<file path="src/rtl/unstriping_pkg.sv">
// rtl/unstriping_pkg.sv - shared types and constants for the two-lane unstriping sequencer
package unstriping_pkg;

    typedef enum logic [1:0] {
        ST_IDLE  = 2'd0,
        ST_RUN   = 2'd1,
        ST_ERROR = 2'd2
    } state_t;

    localparam logic LANE0 = 1'b0;
    localparam logic LANE1 = 1'b1;

    localparam int DEFAULT_DATA_W = 32;
    localparam int SKEW_CNT_W     = 8;

endpackage

</file>
<file path="src/rtl/unstriping_skew_mon.sv">
// rtl/unstriping_skew_mon.sv - counts cycles the expected lane starves while the other lane holds data
module unstriping_skew_mon
    import unstriping_pkg::*;
#(
    parameter int SKEW_MAX = 8
) (
    input  logic clk_2f,
    input  logic reset_L,
    input  logic enable,
    input  logic clear,
    input  logic fire,
    input  logic ready_in,
    input  logic exp_empty,
    input  logic other_empty,
    output logic skew_hit
);

    logic [SKEW_CNT_W-1:0] cnt;
    logic                  skewed;

    assign skewed   = ready_in & exp_empty & ~other_empty;
    // A fire in the same cycle always beats the threshold.
    assign skew_hit = enable & ~fire & skewed & (cnt == SKEW_CNT_W'(SKEW_MAX - 1));

    always_ff @(posedge clk_2f or negedge reset_L) begin
        if (!reset_L) begin
            cnt <= '0;
        end else if (clear) begin
            cnt <= '0;
        end else if (enable) begin
            if (fire || (exp_empty && other_empty)) begin
                cnt <= '0;
            end else if (skewed) begin
                cnt <= cnt + SKEW_CNT_W'(1);
            end
        end
    end

endmodule

</file>
<file path="src/rtl/unstriping_ctrl.sv">
// rtl/unstriping_ctrl.sv - alternating two-lane FIFO reader restoring striped word order
module unstriping_ctrl
    import unstriping_pkg::*;
#(
    parameter int DATA_W   = DEFAULT_DATA_W,
    parameter int SKEW_MAX = 8,
    parameter int CNT_W    = 16
) (
    input  logic              clk_2f,
    input  logic              reset_L,
    input  logic              empty0,
    input  logic [DATA_W-1:0] data_in0,
    output logic              pop0,
    input  logic              empty1,
    input  logic [DATA_W-1:0] data_in1,
    output logic              pop1,
    input  logic              ready_in,
    input  logic              clear_err,
    output logic [DATA_W-1:0] data_out,
    output logic              valid_out,
    output logic              exp_lane,
    output logic              skew_err,
    output logic              idle,
    output logic [CNT_W-1:0]  word_cnt
);

    state_t            state, state_nxt;
    logic              exp_empty, other_empty, fire, skew_hit, err_clear;
    logic [DATA_W-1:0] exp_data;

    always_comb begin
        exp_empty   = (exp_lane == LANE1) ? empty1 : empty0;
        other_empty = (exp_lane == LANE1) ? empty0 : empty1;
        exp_data    = (exp_lane == LANE1) ? data_in1 : data_in0;
        fire        = (state == ST_RUN) & ready_in & ~exp_empty;
        pop0        = fire & (exp_lane == LANE0);
        pop1        = fire & (exp_lane == LANE1);
        err_clear   = (state == ST_ERROR) & clear_err;
        idle        = (state == ST_IDLE);

        state_nxt = state;
        case (state)
            ST_IDLE: begin
                if (skew_hit)     state_nxt = ST_ERROR;
                else if (!empty0) state_nxt = ST_RUN;
            end
            ST_RUN: begin
                if (skew_hit) state_nxt = ST_ERROR;
            end
            ST_ERROR: begin
                if (clear_err) state_nxt = ST_IDLE;
            end
            default: state_nxt = ST_IDLE;
        endcase
    end

    always_ff @(posedge clk_2f or negedge reset_L) begin
        if (!reset_L) state <= ST_IDLE;
        else          state <= state_nxt;
    end

    always_ff @(posedge clk_2f or negedge reset_L) begin
        if (!reset_L) begin
            data_out  <= '0;
            valid_out <= 1'b0;
            exp_lane  <= LANE0;
            skew_err  <= 1'b0;
            word_cnt  <= '0;
        end else begin
            valid_out <= fire;
            if (fire) begin
                data_out <= exp_data;
                exp_lane <= ~exp_lane;
                word_cnt <= word_cnt + CNT_W'(1);
            end else if (err_clear) begin
                exp_lane <= LANE0;
            end
            if (skew_hit)       skew_err <= 1'b1;
            else if (err_clear) skew_err <= 1'b0;
        end
    end

    unstriping_skew_mon #(
        .SKEW_MAX (SKEW_MAX)
    ) u_skew_mon (
        .clk_2f      (clk_2f),
        .reset_L     (reset_L),
        .enable      (state != ST_ERROR),
        .clear       (err_clear),
        .fire        (fire),
        .ready_in    (ready_in),
        .exp_empty   (exp_empty),
        .other_empty (other_empty),
        .skew_hit    (skew_hit)
    );

endmodule

</file>
<file path="config.mk">
export PLATFORM = sky130hd
export DESIGN_NAME = unstriping_ctrl
export DESIGN_NICKNAME = d
export VERILOG_FILES = /design/src/rtl/unstriping_pkg.sv /design/src/rtl/unstriping_skew_mon.sv /design/src/rtl/unstriping_ctrl.sv
export SDC_FILE = /design/constraint.sdc
export NUM_CORES = 1
export LEC_CHECK = 0
export ABC_AREA = 0
export CORE_MARGIN = 5
export CORE_UTILIZATION = 45
export CTS_CLUSTER_SIZE = 24
export DETAILED_ROUTE_END_ITERATION = 8
export PLACE_DENSITY = 0.85
export SLEW_MARGIN = 30
export SYNTH_ARGS = -nofsm -noshare
export SYNTH_HDL_FRONTEND = slang
export SYNTH_HIERARCHICAL = 1
export SYNTH_SLANG_ARGS = --single-unit
</file>
<file path="constraint.sdc">
create_clock -name clk_2f -period 3.68 [get_ports clk_2f]
set_input_delay 0.552 -clock clk_2f [delete_from_list [all_inputs] [get_ports clk_2f]]
set_output_delay 0.552 -clock clk_2f [all_outputs]
set_load 0.005 [all_outputs]
</file>
* Yosys cells after proc, flatten, opt, wreduce, memory -nomap -nowiden
Index checks and enable logic that the tools add are counted.
** Cells by class
- $add $sub $neg :: 2
- Multipliers :: 0
- Div/mod/pow operators :: 0
- Order comparisons :: 0
- Eq/ne operators :: 7
- Shift-type cells :: 0
- Muxes and demuxes :: 15
- Bitwise gates (word level) :: 14
- Reductions and logical operators :: 9
** Operators with widths (count)
- $mux 32 :: 1
- $mux 8 :: 4
- $add 16x1->16 const B :: 1
- $and 1x1->1 :: 10
- $add 8x1->8 const B :: 1
- $eq 8x3->1 const B :: 1
- $mux 2 :: 4
- $ne 2x2->1 const B :: 3
- $pmux 2 s3 :: 1
- $reduce_bool 2->1 :: 3
- $mux 1 :: 5
- $not 1->1 :: 4
- $ne 3x2->1 const B :: 1
- $reduce_and 3->1 :: 1
- $reduce_bool 3->1 :: 1
- $eq 2x1->1 const B :: 1
- $eq 2x2->1 const B :: 1
- $logic_not 2->1 :: 1
- $reduce_and 2->1 :: 1
- $logic_and 1x1->1 :: 1
- $logic_or 1x1->1 :: 1
** Storage, ports and cells
- Register bits after elaboration :: 61
- Latch bits :: 0
- RAM bits :: 0
- Bits in read-only memories :: 0
- Input bits :: 70
- Output and inout bits :: 54
- Word-level logic and storage cells :: 54
- Memories :: 0

* Depth between registers and ports, before layout
Gate-level depths: netlist of run 1.
- Word-level depth :: 9
- Mapped depth :: 9
- Depth with buffers taken out :: 8

* Hierarchy
Netlist of run 1, hierarchy kept.
** By module, submodules not included
- unstriping_ctrl :: times used 1, cells an instance 195, area each 2288.4 µm², seq. area each 1326.3 µm²
- unstriping_skew_mon :: times used 1, cells an instance 55, area each 494.2 µm², seq. area each 200.2 µm²

* Least setup slack after synthesis of run 1
Ideal clock, no wire load.
- Kind :: input -> register
- Start :: input empty0
- End :: register u_skew_mon.cnt[6]
- Library setup time :: 78 ps
- Arrival :: 2282 ps
- Data required time :: 3602 ps
- Slack :: 1320 ps
- Stages :: 7
- Buffers on the path :: 1
- Path through :: mux2_4 -> or3_1 -> buf_6 -> inv_1 -> o21ai_1 -> or4_1 -> a21oi_1
** On the way
- Cells in the longest elaborated chain, start to end :: 7
- Elaborated cells on any way between the ends :: 14
- Those cells by class :: 5 x mux; 5 x bitwise; 4 x reduce/logical
** RTL lines
- start: declaration :: RTL line unstriping_ctrl.sv:11 : input logic empty0,
- $mux 1 * :: RTL line unstriping_ctrl.sv:32 : exp_empty = (exp_lane == LANE1) ? empty1 : empty0;
- $not 1->1 * :: RTL line unstriping_ctrl.sv:35 : fire = (state == ST_RUN) & ready_in & ~exp_empty;
- $and 1x1->1 * :: RTL line unstriping_ctrl.sv:35
- via fire :: RTL line unstriping_ctrl.sv:28 : logic exp_empty, other_empty, fire, skew_hit, err_clear;
- $logic_or 1x1->1 * :: RTL line unstriping_skew_mon.sv:31 : if (fire || (exp_empty && other_empty)) begin
- $mux 8 :: RTL line unstriping_skew_mon.sv:31
- $mux 8 :: RTL line unstriping_skew_mon.sv:30 : end else if (enable) begin
- $mux 8 :: RTL line unstriping_skew_mon.sv:28 : end else if (clear) begin
- end signal: assignment :: RTL line unstriping_skew_mon.sv:34 : cnt <= cnt + SKEW_CNT_W'(1);
- end: declaration :: RTL line unstriping_skew_mon.sv:18 : logic [SKEW_CNT_W-1:0] cnt;
Mark *: on every way through the listed nets, which the timed path passes. The rest lies on a longest branch. The select of a mux whose other input is x is not followed.
A chain may end at the register's enable or synchronous reset.

* Worst setup path in the final report of run 1
- Start :: input ready_in
- End :: output pop1
** On the way
- Cells in the longest elaborated chain, start to end :: 3
** RTL lines
- start: declaration :: RTL line unstriping_ctrl.sv:17 : input logic ready_in,
- $and 1x1->1 (2 in series) :: RTL line unstriping_ctrl.sv:35
- $and 1x1->1 :: RTL line unstriping_ctrl.sv:37 : pop1 = fire & (exp_lane == LANE1);
- end: declaration :: RTL line unstriping_ctrl.sv:16 : output logic pop1,
No other way between the ends.

==> impl_metrics.tcl, run 1 <==
set metrics [dict create \
    status "completed" \
    yosysWarnings 6 \
    crit_slowest_cell "clkdlybuf4s50_1" \
    cts_hold_buffers 0 \
    io_buffers 123 \
    ys_seq_area_share_pct 54.9 \
    drcViolationCount 0 \
    cts.clk_slew.worst_paths_ps 70 \
    r2r_start "exp_lane" \
    antenna_found_initial 0 \
    synth_area_sq_um 2780 \
    rsz0062_at_grt "no" \
    nets 449 \
    vias_per_cell 5.61 \
    synth_cell_types 40 \
    coreArea_sq_um 5960 \
    clk_latency_ps 340 \
    crit_type "in -> out" \
    layout.cells.non_filler 457 \
    power.density_nw_per_um2 552 \
    grt_pass1_vias 2584 \
    grt_pass1_wl_mm 12.4 \
    grt_max_degree 37 \
    r2r_end "u_skew_mon/cnt[6]" \
    vias 2565 \
    area_delta_synth_final_pct 52.8 \
    wirelength_mm 7.85 \
    start_util_pct 46.7 \
    async_flop_share_pct 100 \
    cts_max_level 3 \
    synth-edff-count 0 \
    min_period_ps 2710 \
    worst-path-max-fanout 4 \
    leakagePower_nw 1.98 \
    dp.cells 441 \
    n_antenna_cell 0 \
    cts_tree "built" \
    grt_usage_pct 21.0 \
    reg2regPathDepth 6 \
    ff2ff_setup_slack_ps 1280 \
    worst_clock_skew_ps 10.8 \
    fin_tns_setup_ps 0 \
    crit_top_cell "clkdlybuf4s50_1" \
    startpoint_type "input port" \
    post_cts_resized 0 \
    drt_pass1_iterations 7 \
    layout_commonest_cell "clkdlybuf4s50_1" \
    final_layout_size_suffix_gt1_share_pct 7.85 \
    min_period_over_period_pct 73.7 \
    final_cell_mix "clkdlybuf4s50_1, dfrtp_1, inv_1, a222oi_1, nand2_1" \
    cp.arrival_ps 2160 \
    cts_root_buf "clkbuf_8" \
    gp_congestion 0.870 \
    peakVddDrop_v 0.000437 \
    relSlewSlack_pct 54.0 \
    max_freq_ghz 0.369 \
    cts_setup_buffers 0 \
    path_cells "clkdlybuf4s50_1 > nand2_1 > nor4b_4 > clkdlybuf4s50_1" \
    maxCapViolCount 0 \
    clk_path_buf_depth 2 \
    dp_hpwl_mm 5.78 \
    hold_viol_final 0 \
    synth-seq-cells 61 \
    crit_path_max_incr_delay_ps 580 \
    synthCells 250 \
    wl_per_cell_um 17.2 \
    tightest_slew_ps 690 \
    drt_iter0_markers 213 \
    clkSinkCount 61 \
    setup_viol 0 \
    num_rows 28 \
    required_ps 3130 \
    drv_slew 0 \
    yosys_most_used_dff "dfrtp_1" \
    syn-num-nets 322 \
    die_w_um 88.6 \
    numCtsBuffers 9 \
    end_kind "output pin" \
    die_h_um 88.6 \
    boundaryPins 124 \
    ant_nets 0 \
    worstHoldPathType "in -> async" \
    grt-ovfl-total 0 \
    avgSynthCellArea_sq_um 11.1 \
    die-area_sq_um 7860 \
]
[state kept, by name, indices dropped and copies added, names as in the netlist]
| name | cells |
|---|---|
| state | 2 |
| word_cnt | 16 |
| valid_out | 1 |
| u_skew_mon/cnt | 8 |
| data_out | 32 |
| skew_err | 1 |
| exp_lane | 1 |
[layer usage]
layer / track usage, % / share of wire, % / up-vias
met5: 0 / 0 / -
met4: 12.1 / 3.4 / 0
met3: 4.00 / 7.3 / 19
met2: 36.0 / 51 / 129
met1: 24.4 / 38 / 1235
li1: - / - / 1182
[layout make-up]
type	count	area, sq um
Clock buffer	9	124
Clock inverter	7	51.3
Fill cell	422	1700
Inverter	40	150
Multi-Input combinational cell	138	1050
Sequential cell	61	1530
Tap cell	75	93.8
Timing Repair Buffer	127	1260
[cell families after synthesis]
group                    Yosys count  share of synthesized area [%]
flip-flops                        61                           54.9
buffers and inverters             51                           8.00
AO/OA/AOI/OAI                     50                           16.0
AND/OR/NAND/NOR                   67                           14.0
XOR/XNOR                          17                           5.35
adder cells (fa/ha/maj)            2                          0.899
multiplexers                       2                          0.944
[how the worst max path moves through the flow]
stage | startpoint | end | slack [ps]
final | ready_in | pop1 | 970
after floorplan | empty0 | u_skew_mon/cnt[6] | 1320
after global placement | empty0 | u_skew_mon/cnt[6] | 800
after detailed placement | empty0 | u_skew_mon/cnt[6] | 750
after global routing | ready_in | pop1 | 910
after CTS | ready_in | pop1 | 960
[worst max-delay path, delay by kind of cell]
family	cells	cell delay (ps)
buffers and inverters	2	1140
AND/OR/NAND/NOR	2	470
[through the flow]
| stage | power [mW] | utilization (%) | hold WS [ps] | area, sq um | setup slack [ps] |
|---|---|---|---|---|---|
| CTS | 2.36 | 71.4 | 261 | 4250 | 961 |
| global placement | 1.81 | 68.5 | 458 | 4080 | 804 |
| floorplan | 1.30 | - | 256 | 2780 | 1320 |
| finish | 2.35 | 71.4 | 252 | 4250 | 969 |
| global route | 2.48 | 71.4 | 287 | 4250 | 911 |
| detailed placement | 1.83 | 68.5 | 468 | 4080 | 748 |
[report_power, final]
group          total (mW)  leakage (nW)  switching (mW)  internal, mW
Combinational       0.815          1.11           0.313         0.502
Clock               0.529        0.0856           0.283         0.246
Sequential           1.00         0.778           0.153         0.851
Total                2.35          1.98           0.749          1.60
[synthesized netlist by cell type, drive strengths merged, types with 2 or more instances]
cell type / n / area share, %
dfrtp: 61 / 55
inv: 40 / 5.4
a222oi: 32 / 12
nand2: 18 / 2.4
nor2: 10 / 1.3
xnor2: 9 / 2.8
xor2: 8 / 2.5
clkbuf: 6 / 0.81
nand3: 6 / 1.1
nand4: 6 / 1.3
and3: 5 / 1.1
buf: 5 / 1.8
nor3: 5 / 0.90
nor4: 5 / 1.8
a21oi: 4 / 0.72
o211ai: 3 / 0.81
a21o: 2 / 0.58
ha: 2 / 0.90
mux2: 2 / 0.94
nand3b: 2 / 0.99
o22ai: 2 / 0.45
o31ai: 2 / 0.54
or3: 2 / 0.45
or4: 2 / 0.54
(Power assumes the default switching activity.)
==> inputs of run 2 (changes only) <==
Settings changed: CORE_UTILIZATION 45 to 42, PLACE_DENSITY 0.85 to 0.8.
Clock period 3.68 ns to 2.7 ns, I/O delays scaled along.
==> run 2 against run 1 <==
  * Power rose by 39%
  * Die area rose by 6.3%
  * Sequential power rose by 38%
  * Final area rose by 1.1%
  * Clock-buffer cell count rose by 4
  * Critical path type unchanged
==> impl_metrics.tcl, run 2 (same netlist as run 1, synthesis figures left out) <==
set metrics [dict create \
    wl_per_cell_um 17.7 \
    min_period_over_period_pct 89.4 \
    tightest_slew_ps 424 \
    min_period_ps 2420 \
    startpoint_type "input port" \
    power.density_nw_per_um2 757 \
    num_rows 29 \
    grt_pass1_wl_mm 13.3 \
    boundaryPins 124 \
    post_cts_resized 0 \
    cp.arrival_ps 2010 \
    maxCapViolCount 0 \
    relSlewSlack_pct 71.7 \
    cts.clk_slew.worst_paths_ps 60 \
    peakVddDrop_v 0.000502 \
    cts_root_buf "clkbuf_8" \
    grt-ovfl-total 0 \
    worstHoldPathType "in -> async" \
    crit_top_cell "clkdlybuf4s50_1" \
    start_util_pct 43.6 \
    die_w_um 91.4 \
    r2r_start "exp_lane" \
    gp_congestion 0.907 \
    n_antenna_cell 0 \
    clk_path_buf_depth 2 \
    worst-path-max-fanout 4 \
    vias_per_cell 5.59 \
    end_kind "output pin" \
    top_regs "data_out x32, word_cnt x16, u_skew_mon/cnt x8" \
    setup_viol 0 \
    clk_latency_ps 320 \
    leakagePower_nw 2.01 \
    final_util_pct 67.3 \
    grt_max_degree 62 \
    cts_max_level 3 \
    worst_clock_skew_ps 6.66 \
    path_buf_inv 2 \
    wirelength_mm 8.13 \
    critical-path-top-delay-family "buffers and inverters" \
    die-area_sq_um 8350 \
    antenna_found_initial 0 \
    worstSetupStartpoint "ready_in" \
    dp_hpwl_mm 5.87 \
    drt_pass1_iterations 6 \
    coreArea_sq_um 6390 \
    final_cell_mix "clkdlybuf4s50_1, dfrtp_1, inv_1, a222oi_1, nand2_1" \
    fin_tns_setup_ps 0 \
    drt_iter0_markers 236 \
    status "completed" \
    rsz0062_at_grt "no" \
    drv_slew 0 \
    cts_tree "built" \
    grt_pass1_vias 2657 \
    crit_path_max_incr_delay_ps 590 \
    top_register "data_out" \
    ant_nets 0 \
    final_layout_size_suffix_gt1_share_pct 8.09 \
    path_cells "clkdlybuf4s50_1 > nand2_1 > nor4b_4 > clkdlybuf4s50_1" \
    crit_slowest_cell "clkdlybuf4s50_1" \
    crit_type "in -> out" \
    cts_setup_buffers 0 \
    layout_commonest_cell "clkdlybuf4s50_1" \
    largest_register_ff_count 32 \
    numCtsBuffers 9 \
    vias 2573 \
    area_delta_synth_final_pct 54.5 \
    die_h_um 91.4 \
    io_buffers 123 \
    required_ps 2300 \
    cts_hold_buffers 0 \
    nets 452 \
    drcViolationCount 0 \
    hold_viol_final 0 \
    grt_usage_pct 19.7 \
    clkSinkCount 61 \
    max_freq_ghz 0.414 \
]
==> run 2: path summary, 6_finish.rpt <==
check | to | slack (ps) | cells past startpoint
setup / recovery | pop1 | 290 | 4
hold / removal | word_cnt[13] | 70 | 2
setup reg to reg | u_skew_mon/cnt[6] | 480 | 6
hold reg to reg | word_cnt[15] | 480 | 1
max in group asynchronous | data_out[5] | 2350 | 2
min in group clk_2f | word_cnt[15] | 480 | 1
==> run 2: power breakdown <==
| part | total (mW) | internal [mW] | switching, mW |
|---|---|---|---|
| clock | 0.747 | 0.422 | 0.325 |
| combinational | 1.13 | 0.694 | 0.431 |
| sequential | 1.38 | 1.16 | 0.219 |
==> run 2: area by class of cell <==
type | count | area [sq um]
fill | 521 | 2090
sequential | 61 | 1530
timing repair buffer | 130 | 1290
multi-input combinational | 138 | 1050
clock buffer | 13 | 179
inverter | 40 | 150
tap | 77 | 96.3
clock inverter | 1 | 5.00
==> run 2: per-layer routing <==
metal	vias up	share of wire, %	track usage [%]	routed length [um]
li1	1181	-	-	-
met1	1264	42	25.4	3380
met2	116	49	31.9	3970
met3	12	7.8	4.63	635
met4	0	1.8	8.19	146
met5	-	0	0	0
==> run 2: through the flow <==
step,hold slack (ps),instance area (sq um),total power [mW],cells,setup WS [ps]
after detailed placement,441,4120,2.52,446,115
after CTS,79.5,4300,3.28,460,271
after global routing,96.7,4300,3.44,460,196
final,66.9,4300,3.25,460,285
after global placement,438,4120,2.47,446,154
after floorplan,109,2780,1.78,250,403
